[config.mk]
export PLATFORM = sky130hd
export DESIGN_NAME = ps2_host_tx_flat
export DESIGN_NICKNAME = d
export VERILOG_FILES = /design/src/rtl/ps2_pkg.sv /design/src/rtl/ps2_host_tx_if.sv /design/src/rtl/ps2_line_filter.sv /design/src/rtl/ps2_host_tx.sv /design/src/flat_wrapper.sv
export SDC_FILE = /design/constraint.sdc
export NUM_CORES = 1
export LEC_CHECK = 0
export BUFFER_PORTS_ARGS = -buffer_cell sky130_fd_sc_hd__buf_2
export CORE_ASPECT_RATIO = 1.2
export CORE_MARGIN = 2
export CORE_UTILIZATION = 40
export CTS_CLUSTER_SIZE = 40
export DETAILED_ROUTE_END_ITERATION = 8
export GPL_ROUTABILITY_DRIVEN = 0
export SLEW_MARGIN = 0
export SYNTH_ARGS = -nofsm -noshare
export SYNTH_HDL_FRONTEND = slang
export SYNTH_SLANG_ARGS = --single-unit
[constraint.sdc]
create_clock -name clk -period 2.5 [get_ports clk]
set_input_delay 0.5 -clock clk [delete_from_list [all_inputs] [get_ports clk]]
set_output_delay 0.5 -clock clk [all_outputs]
set_load 0.1 [all_outputs]
[src/rtl/ps2_pkg.sv]
// Shared PS/2 constants: host-transmit FSM encoding, line sync/filter geometry and us->cycle conversion.
// Used by the host transmitter and by the scancode receiver that shares the same pins.
package ps2_pkg;

  typedef enum logic [2:0] {
    ST_IDLE,
    ST_INHIBIT,
    ST_RTS,
    ST_WAIT_CLK,
    ST_WAIT_IDLE
  } tx_state_e;

  localparam int SYNC_STAGES = 2;
  localparam int HIST_LEN    = 4;
  // Oldest sample in the MSB: two highs followed by two lows.
  localparam logic [HIST_LEN-1:0] FALL_PATTERN = 4'b1100;

  function automatic longint unsigned us_to_cycles(input int unsigned us, input int unsigned clk_hz);
    return (longint'(us) * longint'(clk_hz)) / 64'd1_000_000;
  endfunction

endpackage

[src/rtl/ps2_host_tx_if.sv]
// Command-byte handshake and frame status between a client (master) and the PS/2 host transmitter (slave).
// tx_valid/tx_ready accept one byte; done/err are single-cycle completion pulses.
interface ps2_host_tx_if;
  logic [7:0] tx_data;
  logic       tx_valid;
  logic       tx_ready;
  logic       busy;
  logic       done;
  logic       err;

  modport master (output tx_data, tx_valid, input tx_ready, busy, done, err);
  modport slave  (input tx_data, tx_valid, output tx_ready, busy, done, err);
endinterface

[src/rtl/ps2_line_filter.sv]
// Two-flop synchronizer plus 4-sample history for one PS/2 line; level is the newest filtered sample.
// Falling edge is flagged 4 cycles after the pin edge; no backpressure, runs every cycle.
module ps2_line_filter
  import ps2_pkg::*;
(
  input  logic clk,
  input  logic rst,
  input  logic line_i,
  output logic level_o,
  output logic fall_o
);

  logic [SYNC_STAGES-1:0] sync_q, sync_d;
  logic [HIST_LEN-1:0]    hist_q, hist_d;

  always_comb begin
    sync_d = {sync_q[SYNC_STAGES-2:0], line_i};
    hist_d = {hist_q[HIST_LEN-2:0], sync_q[SYNC_STAGES-1]};
  end

  // Idle bus level is high, so reset to all ones to avoid a spurious edge.
  always_ff @(posedge clk or posedge rst) begin
    if (rst) begin
      sync_q <= '1;
      hist_q <= '1;
    end else begin
      sync_q <= sync_d;
      hist_q <= hist_d;
    end
  end

  assign level_o = hist_q[0];
  assign fall_o  = (hist_q == FALL_PATTERN);

endmodule

[src/rtl/ps2_host_tx.sv]
// PS/2 host-to-device transmitter: inhibit, request-to-send, 11 device-clocked bits, ACK check; pins via open-drain enables.
// One byte accepted only in IDLE (no queue); data updates the cycle after a recognised falling edge; done/err pulse once.
module ps2_host_tx
  import ps2_pkg::*;
#(
  parameter int unsigned CLK_HZ           = 100_000_000,
  parameter int unsigned INHIBIT_US       = 100,
  parameter int unsigned START_TIMEOUT_US = 15000,
  parameter int unsigned FRAME_TIMEOUT_US = 2000
) (
  input  logic         clk,
  input  logic         rst,
  ps2_host_tx_if.slave tx,
  input  logic         ps2_clk_i,
  input  logic         ps2_data_i,
  output logic         ps2_clk_oe,
  output logic         ps2_data_oe
);

  localparam longint unsigned INHIBIT_CYC = us_to_cycles(INHIBIT_US, CLK_HZ);
  localparam longint unsigned START_CYC   = us_to_cycles(START_TIMEOUT_US, CLK_HZ);
  localparam longint unsigned FRAME_CYC   = us_to_cycles(FRAME_TIMEOUT_US, CLK_HZ);
  localparam longint unsigned MAX_A       = (START_CYC > FRAME_CYC) ? START_CYC : FRAME_CYC;
  localparam longint unsigned MAX_CYC     = (MAX_A > INHIBIT_CYC) ? MAX_A : INHIBIT_CYC;
  localparam int              TMR_W       = $clog2(MAX_CYC);

  localparam logic [TMR_W-1:0] INHIBIT_LAST = TMR_W'(INHIBIT_CYC - 1);
  localparam logic [TMR_W-1:0] START_LAST   = TMR_W'(START_CYC - 1);
  localparam logic [TMR_W-1:0] FRAME_LAST   = TMR_W'(FRAME_CYC - 1);

  tx_state_e        state_q, state_d;
  logic [TMR_W-1:0] timer_q, timer_d;
  logic [3:0]       edge_q, edge_d;
  logic [8:0]       frame_q, frame_d;
  logic             data_oe_q, data_oe_d;
  logic             clk_lvl, clk_fall, data_lvl, data_fall_unused;
  logic             inhibit_last, done_o, err_o;

  ps2_line_filter u_clk_filt (
    .clk(clk), .rst(rst), .line_i(ps2_clk_i), .level_o(clk_lvl), .fall_o(clk_fall)
  );
  ps2_line_filter u_data_filt (
    .clk(clk), .rst(rst), .line_i(ps2_data_i), .level_o(data_lvl), .fall_o(data_fall_unused)
  );

  always_comb begin
    state_d      = state_q;
    timer_d      = timer_q + 1'b1;
    edge_d       = edge_q;
    frame_d      = frame_q;
    data_oe_d    = data_oe_q;
    inhibit_last = 1'b0;
    done_o       = 1'b0;
    err_o        = 1'b0;
    case (state_q)
      ST_IDLE: begin
        timer_d   = '0;
        edge_d    = '0;
        data_oe_d = 1'b0;
        if (tx.tx_valid) begin
          frame_d = {~^tx.tx_data, tx.tx_data};
          state_d = ST_INHIBIT;
        end
      end
      ST_INHIBIT: begin
        // Start bit goes low during the final inhibit cycle, before the clock is released.
        if (timer_q == INHIBIT_LAST) begin
          inhibit_last = 1'b1;
          data_oe_d    = 1'b1;
          state_d      = ST_RTS;
        end
      end
      ST_RTS: begin
        timer_d = '0;
        state_d = ST_WAIT_CLK;
      end
      ST_WAIT_CLK: begin
        if (timer_q == ((edge_q == 4'd0) ? START_LAST : FRAME_LAST)) begin
          err_o = 1'b1;
        end else if (clk_fall) begin
          edge_d = edge_q + 4'd1;
          if (edge_q == 4'd0) timer_d = '0;
          if (edge_q <= 4'd8)      data_oe_d = ~frame_q[edge_q];
          else if (edge_q == 4'd9) data_oe_d = 1'b0;
          else if (data_lvl)       err_o     = 1'b1;
          else                     state_d   = ST_WAIT_IDLE;
        end
      end
      ST_WAIT_IDLE: begin
        if (clk_lvl && data_lvl)      done_o = 1'b1;
        else if (timer_q == FRAME_LAST) err_o = 1'b1;
      end
      default: state_d = ST_IDLE;
    endcase
    if (done_o || err_o) begin
      state_d   = ST_IDLE;
      data_oe_d = 1'b0;
    end
  end

  always_ff @(posedge clk or posedge rst) begin
    if (rst) begin
      state_q   <= ST_IDLE;
      timer_q   <= '0;
      edge_q    <= '0;
      frame_q   <= '0;
      data_oe_q <= 1'b0;
    end else begin
      state_q   <= state_d;
      timer_q   <= timer_d;
      edge_q    <= edge_d;
      frame_q   <= frame_d;
      data_oe_q <= data_oe_d;
    end
  end

  assign ps2_clk_oe  = (state_q == ST_INHIBIT);
  assign ps2_data_oe = inhibit_last | (data_oe_q & ~err_o);
  assign tx.tx_ready = (state_q == ST_IDLE);
  assign tx.busy     = (state_q != ST_IDLE);
  assign tx.done     = done_o;
  assign tx.err      = err_o;

endmodule

[src/flat_wrapper.sv]
// flat-port wrapper written by rule: the top's interface ports become plain ports
module ps2_host_tx_flat import ps2_pkg::*;
#(
  parameter int unsigned CLK_HZ           = 100_000_000,
  parameter int unsigned INHIBIT_US       = 100,
  parameter int unsigned START_TIMEOUT_US = 15000,
  parameter int unsigned FRAME_TIMEOUT_US = 2000
)
  (clk, rst, ps2_clk_i, ps2_data_i, ps2_clk_oe, ps2_data_oe, tx_tx_data, tx_tx_valid, tx_tx_ready, tx_busy, tx_done, tx_err);
  ps2_host_tx_if tx_i ();
  input  logic clk;
  input  logic rst;
  input  logic ps2_clk_i;
  input  logic ps2_data_i;
  output logic ps2_clk_oe;
  output logic ps2_data_oe;
  input wire logic [$bits(tx_i.tx_data)-1:0] tx_tx_data;
  input wire logic [$bits(tx_i.tx_valid)-1:0] tx_tx_valid;
  output wire logic [$bits(tx_i.tx_ready)-1:0] tx_tx_ready;
  output wire logic [$bits(tx_i.busy)-1:0] tx_busy;
  output wire logic [$bits(tx_i.done)-1:0] tx_done;
  output wire logic [$bits(tx_i.err)-1:0] tx_err;
  assign tx_i.tx_data = tx_tx_data;
  assign tx_i.tx_valid = tx_tx_valid;
  assign tx_tx_ready = tx_i.tx_ready;
  assign tx_busy = tx_i.busy;
  assign tx_done = tx_i.done;
  assign tx_err = tx_i.err;
  ps2_host_tx #(.CLK_HZ(CLK_HZ), .INHIBIT_US(INHIBIT_US), .START_TIMEOUT_US(START_TIMEOUT_US), .FRAME_TIMEOUT_US(FRAME_TIMEOUT_US)) u_core (.clk(clk), .rst(rst), .tx(tx_i), .ps2_clk_i(ps2_clk_i), .ps2_data_i(ps2_data_i), .ps2_clk_oe(ps2_clk_oe), .ps2_data_oe(ps2_data_oe));
endmodule
==> flow_results.org, run 1 <==
** Timing
- In this run the tightest slew margin relative to its limit is 0.594.
- Max-slew violations :: 0
- Final worst path period need :: between 2000 and 3000 ps
- Period Utilization, post-route :: 1.11
- Final hold violation count :: 0
- Setup repair after global routing could not meet its margin everywhere.
- Fmax achieved :: between 0.3 and 0.4 GHz
- Clock Skew :: approximately 6.2 ps
- Setup violations remaining at the end of the flow were counted as 4.
- Across all setup checks in the final design, the least slack found is -276 ps.
- Transition time of the tightest slew-check pin :: 609 ps

** Global routing
- Overall Global Routing Usage :: 0.174
- Maximum number of pins on one net before global-route repair :: 48
- For this run the aggregate overflow at the end of global routing stands at 0.
- The initial antenna violation count came to 0.
- Vias in the first global route :: ~2100
- The first global-routing pass estimated 9.85 mm of wire.

** Setup path
- The critical path contains buffers and inverters numbering 2 combined.
- The setup path with the least slack is of type reg2out.
- For the worst setup path, the data arrival time is 2280 ps.
- Critical Path End Type :: primary output
- The signal on the critical path passes through inv_2 > ha_4 > nor3b_4 > and4b_1 > o211ai_1 > a21o_2 > nand2_8 > o21ai_4 > buf_12.
- STA classifies the critical path startpoint as a flop.
- In this run the worst path has a maximum fanout of 4.
- The cell family contributing the most delay on the critical path is compound AO/OA/AOI/OAI gates.
- Critical path's largest stage delay :: ~400 ps
- Worst Path Required :: 2000 ps
- Across all register-to-register paths, the minimum setup slack is -70 ps.
- For this design, the slowest cell found on the critical path is dfrtp_1.

** Die
- Die height :: just over 90 um
- The floorplan step defined a die boundary enclosing ~7000 um2.
- Floorplan core area :: a little over 6000 um2
- The initial utilization of the core area, before any placement, comes to 0.416.
- Number of rows in the core area :: 31
- The die is approximately 76 um wide.
- Ports placed on the boundary :: 19

** Synth
- The number of nets handed over by synthesis was between 200 and 300.
- Synthesized area :: roughly 2500 um2
- Post-synthesis cell type count :: 45
- Counting every instance in the synthesized netlist gives roughly 250.
- After synthesis the netlist holds a flip-flop and latch count of 47.
- Cell types occupying the most area after synthesis :: dfrtp_1 38%, dfstp_2 9.4%, xnor2_1 5.9%
- In the synthesized netlist the async set-or-reset flop fraction comes to 1.00.
- In this run, synthesis inferred 0 flip-flops with an integrated enable.
- Most frequently used flop master after synthesis :: dfrtp_1
- Proportion of synthesized chip area in sequential cells :: 0.472
- A synthesized cell averages between 9 and 10 um2.
- For this run, the number of Yosys warnings is 0.
- dfrtp_1 takes more of the synthesized area than any other cell.
- The share of synthesized area in the top cell type comes to 0.378.

** Status
- The final reports fail on setup timing.
- The run finished, with violations left.

** Cells and area
- Area added between synthesis and finish :: 27.0%
- Leaving out fill and tap cells, the most frequent cell in the layout is dfrtp_1.
- The finished cells cover 3200 um2.
- Leading cell types in the layout, fill and taps excluded :: 38 x dfrtp_1, 34 x nor2_1, 33 x buf_4
- The final layout contains roughly 320 nets.
- In the final layout, the share of cells above drive strength 1 is 0.336.
- # diodes :: 0

** Power
- In this run the power density over the cells is between 700 and 800 nW/um2.
- Cell internal power dissipation :: 1.50 mW
- After layout, the design draws a total of between 2 and 2.5 mW.
- The share of total power dissipated in the clock network is 0.207.
- Sequential group share of total power :: 0.423
- The worst-case IR drop observed on VDD is around 0.30 mV.
- Of the total power, the share spent switching nets is 0.346.
- The share of total power dissipated in combinational logic is 0.370.
- Leak pwr :: roughly 1.5 nW
- Net switching power of the design :: just under 800 uW

** Clock tree
- Clock tree from TritonCTS :: built
- The tree built by TritonCTS fans out to 47 sinks.
- Clock latency reported for the late side of the worst-skew pair :: roughly 310 ps
- Number of H-tree levels :: 2
- Post-CTS Hold Buffers :: 0
- Number of buffers on the longest clock path :: 2
- Counting the buffers created by CTS gives 5.
- Clock tree root buffer cell :: clkbuf_8
- Clock slew at reported path FFs :: 90 ps

** Hold path
- Min-delay worst type :: in2reg

** Drt
- Detail-routed via count per cell :: between 5 and 6
- Number of antenna-violating nets in the routed design :: 0
- The detailed router placed a little over 2000 vias in this run.
- In the final routed layout, each cell accounts on average for about 14 um.
- Post-route DRC violation count :: 0
- Final wirelength :: about 5.5 mm
- Number of DRC markers after the initial detailed-route iteration :: 60
- Number of detailed-route iterations in the first pass :: 4

** Job
- Max_cap viols :: 0

** Placement
- Summing all placed instances gives a cell area of ~3000 um2.
- IO Port Bufs :: 18
- Detailed placement finished with a half-perimeter wire length of roughly 4 mm.
[kinds of logic (layout without fill, tap and decap cells)]
logic type	Yosys count	count (layout)	share of synthesized area
adder cells (fa/ha/maj)	4	4	0.0199
XOR/XNOR	26	26	0.0905
AND/OR/NAND/NOR	108	108	0.218
flip-flops	47	47	0.472
AO/OA/AOI/OAI	35	35	0.101
buffers and inverters	21	74	0.0323
multiplexers	13	13	0.0666
[path summary, 6_finish.rpt]
kind,start,endpoint,depth (start not counted)
worst max-delay path,u_core.edge_q[0],ps2_data_oe,9
worst min-delay path,ps2_data_i,u_core.u_data_filt.sync_q[0],1
worst max register to register,u_core.timer_q[7],u_core.data_oe_q,7
worst min register to register,u_core.u_data_filt.sync_q[0],u_core.u_data_filt.sync_q[1],0
max in group asynchronous,rst,u_core.edge_q[2],3
min in group asynchronous,rst,u_core.timer_q[3],3
[state kept, by name, summed over array words and instances (netlist names)]
| signal | flops |
|---|---|
| u_core.data_oe_q | 1 |
| u_core.frame_q | 9 |
| u_core.edge_q | 4 |
| u_core.u_data_filt.hist_q | 1 |
| u_core.state_q | 3 |
| u_core.u_clk_filt.hist_q | 4 |
| u_core.u_clk_filt.sync_q | 2 |
| u_core.timer_q | 21 |
| u_core.u_data_filt.sync_q | 2 |
[Yosys cell counts, types with 4 or more instances]
cell type and number:
a31oi_1 5, clkbuf_1 6, nand4_1 7, nand3_1 9
dfstp_2 9, nor3_1 5, inv_1 13, and3_1 6
o21ai_0 9, nand2_1 20, nor4_1 4, dfrtp_1 38
nor2_1 36, nor3b_1 4, xor2_1 9, ha_1 4
xnor2_1 17, mux2_2 10
[per-stage QoR]
step                      setup slack, ps  hold WS (ps)  setup TNS [ps]  cells  utilization
final                                -276           281            -596    389        0.529
after global routing                 -402           268           -1030    389        0.529
after CTS                            -259           274            -546    389        0.528
after detailed placement            -94.1           349            -210    377        0.501
after global placement              -57.1           346            -109    377        0.501
after floorplan                      -641           345           -6660    254            -
[per-layer routing]
metal  share of wire  vias to the layer above  GRT usage
met3           0.019                       11     0.0290
met1            0.44                     1014      0.216
met5               0                        -          0
li1                -                      995          -
met4           0.020                        0     0.0621
met2            0.52                       19      0.303
[area by class of cell]
class                   count  area (um2)
inverters                  13        52.6
fillers                   595        2850
multi-input cells         186        1370
clock inverters             3        22.5
well taps                  82         103
flip-flops and latches     47        1190
repair buffers             53         399
clock buffers               5        68.8
[power groups by stage]
stage / sequential, mW / combinational (mW) / clock, mW
6_report: 0.968 / 0.848 / 0.474
5_1_grt: 0.983 / 0.944 / 0.525
4_1_cts: 0.967 / 0.860 / 0.493
3_5_place_dp: 0.978 / 0.816 / 0
3_3_place_gp: 0.975 / 0.810 / 0
2_1_floorplan: 0.975 / 0.555 / 0
[repair_timing]
item / in CTS / in global routing
pin swaps: 10 / 0
resized for setup: 9 / 1
cloned: 0 / 0
buffers inserted: 4 / 0
endpoints found under the setup margin: 3 / 4
Power figures use the tool's default switching activity.
==> inputs of run 2 (changes only) <==
--- a/config.mk
+++ b/config.mk
@@ -7,11 +7,12 @@
 export LEC_CHECK = 0
 export BUFFER_PORTS_ARGS = -buffer_cell sky130_fd_sc_hd__buf_2
 export CORE_ASPECT_RATIO = 1.2
-export CORE_MARGIN = 2
 export CORE_UTILIZATION = 40
+export CTS_BUF_LIST = sky130_fd_sc_hd__clkbuf_2
 export CTS_CLUSTER_SIZE = 40
 export DETAILED_ROUTE_END_ITERATION = 8
 export GPL_ROUTABILITY_DRIVEN = 0
+export GPL_TIMING_DRIVEN = 0
 export SLEW_MARGIN = 0
 export SYNTH_ARGS = -nofsm -noshare
 export SYNTH_HDL_FRONTEND = slang
==> run 2 against run 1 <==
  * The run still ends with setup timing left
  * Combinational power up 7.3%
  * Flip-flop and latch count unchanged
  * Hold slack worse by 150 ps
  * First-iteration DRC count up 140%
  * Die area down 4.8%
  * Design area up 1.8%
==> flow_results.org, run 2 (synthesis results as in run 1) <==
** Status
- Status :: finished, violations left
- The final reports fail on setup timing.

** Setup path
- Data arrives at the worst endpoint at 2610 ps.
- The critical path in this run is classified as reg2out.
- Critical Path End Type :: primary output
- Worst-path maximum fanout :: 4
- STA classifies the critical path startpoint as a flop.
- For the worst setup path, the data required time is around 2000 ps.

** Power
- Largest voltage drop on the vdd net :: approximately 0.31 mV
- Pwr Density :: 688 nW/um2
- The analysis attributes to cell leakage a power of about 1.4 nW.

** Drt
- Detail-routed net length per standard cell :: between 15 and 20 um
- Total via count in the routed design :: around 2100
- Using the TritonRoute via totals, the vias-per-cell ratio works out to between 5 and 6.
- Final wirelength :: 5.92 mm
- Post-route DRC violation count :: 0
- Number of detailed-route iterations in the first pass :: 4
- After the first detailed-routing iteration, the DRC count stood at 143.
- The count of nets left with antenna violations once routing finished came out at 0.

** Die
- Floorplan core area :: around 6100 um2
- The floorplan step defined a die boundary enclosing about 6600 um2.
- Ports placed on the boundary :: 19
- For this configuration, the core starts out at a cell density of 0.416.
- Number of rows in the core area :: 31
- Die height :: slightly below 90 um
- From left edge to right edge, the die measures 74.4 um.

** Global routing
- Overall Global Routing Usage :: 0.190
- Global route overflow :: 0
- The first global-routing pass estimated 9.49 mm of wire.
- Entering global routing, the biggest net connects 31 pins.
- Antenna violations before repair :: 0
- The via count of the first global-routing pass came to 1993.

** Timing
- In this run the tightest slew margin relative to its limit is 0.464.
- The max-slew violation count came to 0.
- Sum Neg Setup Slack :: -2710 ps
- The final hold violation count was 0.
- Setup repair after global routing missed its margin :: true
- Of the available clock period, the critical path in the final layout requires 1.25.
- Final setup fails :: 25
- Final worst path period need :: between 3000 and 4000 ps
- In the post-route analysis, the smallest setup slack over all paths is -613 ps.
- Clock Skew :: between 9 and 10 ps
- Transition time of the tightest slew-check pin :: around 800 ps
- Timing would allow up to approximately 0.32 GHz.

** Cells and area
- Leading cell types in the layout, fill and taps excluded :: 37 x dfrtp_1, 19 x nand2_1, 17 x nor2_1, 17 x xnor2_1
- In the final layout, the registers with the most flip-flops are u_core.timer_q x21, u_core.frame_q x9.
- Filler Cells Inserted :: between 500 and 600
- # diodes :: 0
- Area added between synthesis and finish :: 29.3%
- Leaving out fill and tap cells, the most frequent cell in the layout is dfrtp_1.
- The register with the most flip-flops in the layout has 21 of them.
- Ranked by flip-flop count, first place goes to u_core.timer_q.
- In the final layout, the share of cells above drive strength 1 is 0.382.
- # nets final :: ~320

** Clock tree
- Number of buffers on the longest clock path :: 2
- At the later pin of the worst-skew pair, clock insertion delay measures 420 ps.
- In this run, CTS created clock tree buffers numbering 5.
- Clock slew at reported path FFs :: 260 ps
- Number of sinks handled by clock tree synthesis :: 47
- Clock tree synthesis selected as its root buffer the cell clkbuf_2.
- Clock tree from TritonCTS :: built
- Number of H-tree levels :: 2

** Placement
- IO Port Bufs :: 18
- Worst slack at placement :: -734 ps
- Summed over all nets, the half-perimeter wirelength after detailed placement is 3.95 mm.

** Hold path
- Min-delay worst type :: in2reg

** Job
- The tool flagged a number of max-cap violations equal to 0.
## run 2: cell types whose count changed in the layout (fill, tap and decap cells not counted), moves of 7 or more
cell      previous run  this run
clkbuf_2             0         7
buf_6                1         9
nor2_4               1        10
nor2_1              34        17
nor2_2               1         9
buf_4               33        14
## run 2: worst max-delay path: stages, from the launching register on
cell and delay (ps):
dfrtp_1 450, clkbuf_8 150, inv_4 50, ha_4 120, nor3b_4 280, and4b_1 250
o211ai_1 250, a21o_2 240, nand2_8 70, o21ai_4 150, buf_12 190
## run 2: final cells by class
class,count,area [um2],area share
tap,82,103,0.0315
buffer,7,62.6,0.0192
multi-input combinational,186,1470,0.451
inverter,13,55.1,0.0169
timing repair buffer,40,332,0.102
clock inverter,2,16.3,0.00500
sequential,47,1190,0.365
clock buffer,6,30.0,0.00922
## run 2: final timing paths
check,startpoint,end,slack (ps),cells after the start
max,u_core.edge_q[0],ps2_data_oe,-610,10
min,ps2_data_i,u_core.u_data_filt.sync_q[0],130,1
max reg2reg,u_core.edge_q[0],u_core.timer_q[11],-90,11
min reg2reg,u_core.u_data_filt.sync_q[0],u_core.u_data_filt.sync_q[1],370,0
max in group asynchronous,rst,u_core.u_clk_filt.hist_q[0],1390,4
min in group asynchronous,rst,u_core.timer_q[3],560,3
## run 2: layer usage
layer / GRT usage / share of wire / up-vias
met1: 0.224 / 0.41 / 1021
met5: 0 / 0 / -
li1: - / - / 990
met4: 0.0875 / 0.031 / 0
met2: 0.328 / 0.53 / 43
met3: 0.0383 / 0.026 / 16
## run 2: repair_timing
item	in CTS	in global routing
setup endpoints to repair	28	33
resized for setup	25	41
gates cloned	2	0
pin swaps	7	24
hold buffers	1	0
hold endpoints to repair	5	0
buffers inserted	25	7
## run 2: stage by stage
step           total power [mW]  utilization  area, um2  hold WS, ps  std cells
3_5_place_dp               1.69        0.468       2830          348        355
6_report                   2.24        0.538       3260          131        383
2_1_floorplan              1.53            -       2620          345        254
5_1_grt                    2.38        0.538       3260         69.1        383
4_1_cts                    2.17        0.509       3080          103        378
3_3_place_gp               1.67        0.465       2810          347        354
## run 2: report_power, final
group	switching [mW]	leakage [nW]	internal (mW)
clock	0.263	0.0296	0.0769
sequential	0.112	0.586	0.877
combinational	0.453	0.767	0.457
total	0.829	1.38	1.41
